$ cat src/rtl/mult_pkg.sv
// ---------------------------------------------------------------------------
// mult_pkg : shared state encoding and sizing helper for seq_shift_add_mult
// Rev 1.0
// ---------------------------------------------------------------------------
`default_nettype none

package mult_pkg;

  typedef enum logic [1:0] {
    IDLE = 2'd0,
    CALC = 2'd1,
    DONE = 2'd2
  } state_e;

  // Counter must be able to hold WIDTH itself (reported during DONE).
  function automatic int calc_cw(input int width);
    return $clog2(width + 1);
  endfunction

endpackage

`default_nettype wire

$ cat src/rtl/seq_shift_add_datapath.sv
// ---------------------------------------------------------------------------
// seq_shift_add_datapath : accumulator, shifted multiplicand/multiplier regs
// Rev 1.0
// ---------------------------------------------------------------------------
`default_nettype none

module seq_shift_add_datapath
  import mult_pkg::*;
#(
  parameter int WIDTH = 3
) (
  input  logic                 clk,
  input  logic                 reset,
  input  logic                 load,
  input  logic                 step,
  input  logic [WIDTH-1:0]     multiplicand,
  input  logic [WIDTH-1:0]     multiplier,
  output logic [2*WIDTH-1:0]   acc_sum,
`ifdef MULT_EARLY_TERM_EN
  output logic                 mplier_shift_zero,
`endif
  output logic                 next_bit
);

  logic [2*WIDTH-1:0] acc_q, acc_d;
  logic [2*WIDTH-1:0] mcand_q, mcand_d;
  logic [WIDTH-1:0]   mplier_q, mplier_d;

  assign acc_sum  = acc_q + (mplier_q[0] ? mcand_q : {(2*WIDTH){1'b0}});
  assign next_bit = mplier_q[0];

`ifdef MULT_EARLY_TERM_EN
  // True when the value about to be shifted in has no set bits left.
  assign mplier_shift_zero = ~|mplier_q[WIDTH-1:1];
`endif

  always_comb begin
    acc_d    = acc_q;
    mcand_d  = mcand_q;
    mplier_d = mplier_q;
    if (load) begin
      acc_d    = '0;
      mcand_d  = {{WIDTH{1'b0}}, multiplicand};
      mplier_d = multiplier;
    end else if (step) begin
      acc_d    = acc_sum;
      mcand_d  = mcand_q << 1;
      mplier_d = mplier_q >> 1;
    end
  end

  always_ff @(posedge clk or posedge reset) begin
    if (reset) begin
      acc_q    <= '0;
      mcand_q  <= '0;
      mplier_q <= '0;
    end else begin
      acc_q    <= acc_d;
      mcand_q  <= mcand_d;
      mplier_q <= mplier_d;
    end
  end

endmodule

`default_nettype wire

$ cat src/rtl/seq_shift_add_mult.sv
// ---------------------------------------------------------------------------
// seq_shift_add_mult : sequential shift-and-add unsigned multiplier with
// start/ready/valid handshake. Optional macro MULT_EARLY_TERM_EN ends the
// iteration as soon as no multiplier bits remain.
// Rev 1.0
// ---------------------------------------------------------------------------
`default_nettype none

module seq_shift_add_mult
  import mult_pkg::*;
#(
  parameter  int WIDTH = 3,
  localparam int CW    = calc_cw(WIDTH)
) (
  input  logic                 clk,
  input  logic                 reset,
  input  logic                 start,
  input  logic [WIDTH-1:0]     multiplicand,
  input  logic [WIDTH-1:0]     multiplier,
  output logic                 ready,
  output logic                 valid,
  output logic [2*WIDTH-1:0]   product,
  output logic                 next_bit,
  output logic [CW-1:0]        count_out
);

  localparam logic [1:0] ST_IDLE = IDLE;
  localparam logic [1:0] ST_CALC = CALC;
  localparam logic [1:0] ST_DONE = DONE;

  logic [1:0]         state_q, state_d;
  logic [CW-1:0]      count_q, count_d;
  logic [2*WIDTH-1:0] product_q, product_d;
  logic               dp_load, dp_step;
  logic               last_iter;
  logic [2*WIDTH-1:0] acc_sum;

`ifdef MULT_EARLY_TERM_EN
  logic mplier_shift_zero;
  assign last_iter = (count_q == CW'(WIDTH - 1)) || mplier_shift_zero;
`else
  assign last_iter = (count_q == CW'(WIDTH - 1));
`endif

  seq_shift_add_datapath #(
    .WIDTH(WIDTH)
  ) u_datapath (
    .clk              (clk),
    .reset            (reset),
    .load             (dp_load),
    .step             (dp_step),
    .multiplicand     (multiplicand),
    .multiplier       (multiplier),
    .acc_sum          (acc_sum),
`ifdef MULT_EARLY_TERM_EN
    .mplier_shift_zero(mplier_shift_zero),
`endif
    .next_bit         (next_bit)
  );

  always_comb begin
    state_d   = state_q;
    count_d   = count_q;
    product_d = product_q;
    dp_load   = 1'b0;
    dp_step   = 1'b0;
    case (state_q)
      ST_IDLE: begin
        if (start) begin
          dp_load = 1'b1;
          count_d = '0;
          state_d = ST_CALC;
        end
      end
      ST_CALC: begin
        dp_step = 1'b1;
        count_d = count_q + 1'b1;
        // acc_sum already includes this final iteration's partial product.
        if (last_iter) begin
          product_d = acc_sum;
          state_d   = ST_DONE;
        end
      end
      ST_DONE: state_d = ST_IDLE;
      default: state_d = ST_IDLE;
    endcase
  end

  always_ff @(posedge clk or posedge reset) begin
    if (reset) begin
      state_q   <= ST_IDLE;
      count_q   <= '0;
      product_q <= '0;
    end else begin
      state_q   <= state_d;
      count_q   <= count_d;
      product_q <= product_d;
    end
  end

  assign ready     = (state_q == ST_IDLE);
  assign valid     = (state_q == ST_DONE);
  assign product   = product_q;
  assign count_out = count_q;

endmodule

`default_nettype wire

$ cat config.mk
export PLATFORM = sky130hd
export DESIGN_NAME = seq_shift_add_mult
export DESIGN_NICKNAME = d
export VERILOG_FILES = /design/src/rtl/mult_pkg.sv /design/src/rtl/seq_shift_add_datapath.sv /design/src/rtl/seq_shift_add_mult.sv
export SDC_FILE = /design/constraint.sdc
export NUM_CORES = 1
export LEC_CHECK = 0
export ABC_AREA = 1
export CORE_MARGIN = 3
export CORE_UTILIZATION = 52
export CTS_BUF_LIST = sky130_fd_sc_hd__clkbuf_8 sky130_fd_sc_hd__clkbuf_16
export DETAILED_ROUTE_END_ITERATION = 8
export HOLD_SLACK_MARGIN = 0.1
export PLACE_DENSITY = 0.81
export RECOVER_POWER = 100
export SLEW_MARGIN = 20
export SYNTH_ARGS = -nofsm -noshare
export SYNTH_HDL_FRONTEND = slang
export SYNTH_HIERARCHICAL = 1
export SYNTH_SLANG_ARGS = --single-unit
$ cat constraint.sdc
create_clock -name clk -period 2.6 [get_ports clk]
set_clock_uncertainty 0.1 [all_clocks]
set_input_delay 0.78 -clock clk [delete_from_list [all_inputs] [get_ports clk]]
set_output_delay 0.78 -clock clk [all_outputs]
set_load 0.01 [all_outputs]
==> out/metrics.csv <==
metric;value;unit
core;0.002318;mm²
drive_gt1_share;5.435;%
syn_area;0.001324;mm²
fmax;418.2;MHz
crit_buf_inv;4;
cp_max_fo;7;
clock-root-buffer;clkbuf_8;
synth_top_family_by_area;simple AND/OR/NAND/NOR gates;
internal_power;0.001048;W
setup_ws;208.7;ps
yosysMostFrequentCell;nand2_1;
die_height;56.46;µm
synth.avg_cell_area;8.171;µm²
worstHoldStart;product[3]$_DFFE_PP0P_;
synth_edf_count;0;
synthMuxAreaShare;0;%
combPwrFrac;52.3;%
io_pins;20;
reg2regPathDepth;10;
cp.arrival;2450;ps
cts_made_buffers;3;
drc;0;
synth_compound_area_share;7.845;%
synth_ff_type;dfrtp_1;
die_area;0.003187;mm²
synth_fa_ha_area_share;7.183;%
cpLargestDelayFamily;buffers and inverters;
cts_setup_buffers;0;
setup_violations;0;
grt_antenna_before_repair;0;
power.switching;0.0008081;W
worst-setup-path-type;primary input to flip-flop;
ir_drop;0.7833;mV
cpMostUsedCell;nor2_1;
diodes;0;
holdCritPathClass;flip-flop to flip-flop;
p_clk_share;11.8;%
pre_cts_ws;219.7;ps
hold_violations;0;
first_global_vias;1068;
crit_cells;8;
clock_sinks;25;
tightestPinTransition;549.6;ps
clkTransAtPathRegs;80;ps
startpoint;start;
fp.dieW;56.46;µm
async_flop_share;100.0;%
grt_pass1_wl;4802;µm
grt_usage;19.23;%
cts_resized;0;
ff2ff_setup_slack;350;ps
synth-simple-area-share;26.94;%
yosys-top-cells-count;nand2_1 (53), dfrtp_1 (25), inv_1 (23);
total_power;0.001856;W
overflow;0;
period_minus_slack;2391;ps
yosysTopAreaCell;dfrtp_1;
ant_nets;0;
path_cells;dlygate4sd3_1 -> nand2_1 -> inv_1 -> nor2_1 -> buf_4 -> inv_4 -> nor2_1 -> nor2_1;
vias;1108;
synth_cell_types;25;
row_count;17;
initial_core_util;57.10;%
r2r-end;u_datapath/acc_q[4]$_DFFE_PP0P_;
drt-pass1-iter-count;4;
cp.required;2650;ps
worstSkewPairLatency;270;ps
clock_path_buffers;2;
syn_to_final_growth;19.19;%
power.density;1176;mW/mm²
cts_tree;yes;
whs;377.8;ps
synth_nets;178;
wire_per_inst;12.57;µm
grt_max_degree;16;
status;finished, final reports clean;
synth.area.top_cells;dfrtp_1 (47%), nand2_1 (15%), inv_1 (6.5%), ha_1 (5.7%), nand3_1 (4.2%);
relSlewSlack;63.32;%
wirelength;2665;µm
htreeDepth;1;
setup_tns;0;ps
synthXorXnorAreaFrac;1.985;%
holdBufCountCts;0;
gp_congestion;0.8623;
rsz0062_at_grt;no;
synth_top_area_share;47.26;%
yosys_warnings;6;
slowest_delay;560;ps
ys_seq_elements;25;
ys_seq_area_share;47.26;%
final_nets;201;
leakage;0.8885;nW
seqPwrFrac;35.8;%
period_share;91.97;%
finalMaxSlewViolations;0;
r2r-start;u_datapath/mplier_q[0]$_DFFE_PP0P_;
synth_cells;162;
swShare;43.55;%
drt_iter0_markers;58;
start_kind;primary input;
cap_violations;0;
io_buffers;19;
worstSetupEndpoint;u_datapath/mplier_q[1]$_DFFE_PP0P_;
cp_slowest_cell;dlygate4sd3_1;
vias_per_cell;5.226;
dpl.hpwl;2039;µm
end_kind;flip-flop;
## layout by cell type, fill, tap and decap left out
cell type / n
inv_1: 24
fa_1: 1
o31ai_1: 1
nand3_1: 11
o21ai_0: 3
clkbuf_8: 3
o22ai_1: 5
o211ai_2: 1
a22o_1: 2
nand2_1: 53
inv_2: 2
nor2_4: 2
nand3b_1: 1
inv_4: 1
a21oi_1: 2
xnor2_1: 1
dfrtp_1: 25
o21ai_1: 1
dlygate4sd3_1: 13
and2_0: 2
clkdlybuf4s50_1: 6
ha_1: 6
buf_4: 1
nor2_1: 14
nor3_1: 1
xor2_1: 2
## sequential cells by signal, summed over array words and instances, names as in the netlist
register,flops
u_datapath/acc_q,6
u_datapath/mplier_q,3
state_q,2
product,6
count_out,2
u_datapath/mcand_q,6
## layer usage
layer / up-vias / routed length (µm) / track usage, %
li1: 550 / - / -
met1: 530 / 1269 / 27.14
met2: 23 / 1263 / 30.03
met3: 5 / 90 / 2.069
met4: 0 / 41 / 7.797
met5: - / 0 / 0
## how the worst min path moves through the flow
stage                                               endpoint  cells past startpoint
final                                 product[3]$_DFFE_PP0P_                      2
after global routing                  product[0]$_DFFE_PP0P_                      2
after CTS                             product[3]$_DFFE_PP0P_                      2
after detailed placement              product[3]$_DFFE_PP0P_                      2
after global placement                product[5]$_DFFE_PP0P_                      2
after floorplan           u_datapath/mplier_q[2]$_DFFE_PP0P_                      2
## per-stage QoR
step           util (%)  std cells  cell area, µm²
2_1_floorplan         -        162            1324
3_3_place_gp      66.43        208            1540
3_5_place_dp      66.43        208            1540
4_1_cts           68.38        212            1585
5_1_grt           68.05        212            1578
6_report          68.05        212            1578
## worst min-delay path, stage by stage (launching register included)
cell and delay (ps):
dfrtp_1 340, nand2_1 50, nand2_1 50
## area by class of cell
type | count | area (µm²)
well taps | 28 | 35.03
flip-flops and latches | 25 | 625.6
multi-input cells | 109 | 574.3
clock buffers | 3 | 41.29
clock inverters | 1 | 3.754
inverters | 26 | 100.1
fillers | 187 | 740.7
repair buffers | 20 | 197.7
## cells by family (layout without fill, tap and decap cells)
logic type	after synthesis	count (layout)
AO/OA/AOI/OAI	15	15
XOR/XNOR	3	3
adder cells (fa/ha/maj)	7	7
buffers and inverters	28	50
flip-flops	25	25
AND/OR/NAND/NOR	84	84
## power groups by stage
| stage | Combinational (W) | Sequential, W | Clock (W) |
|---|---|---|---|
| 2_1_floorplan | 0.000678 | 0.000677 | 0 |
| 5_1_grt | 0.00110 | 0.000688 | 0.000242 |
| 3_5_place_dp | 0.000999 | 0.000673 | 0 |
| 3_3_place_gp | 0.000970 | 0.000668 | 0 |
| 6_report | 0.000971 | 0.000665 | 0.000220 |
| 4_1_cts | 0.00102 | 0.000666 | 0.000226 |
No activity file was read; power rests on OpenSTA's default activity.
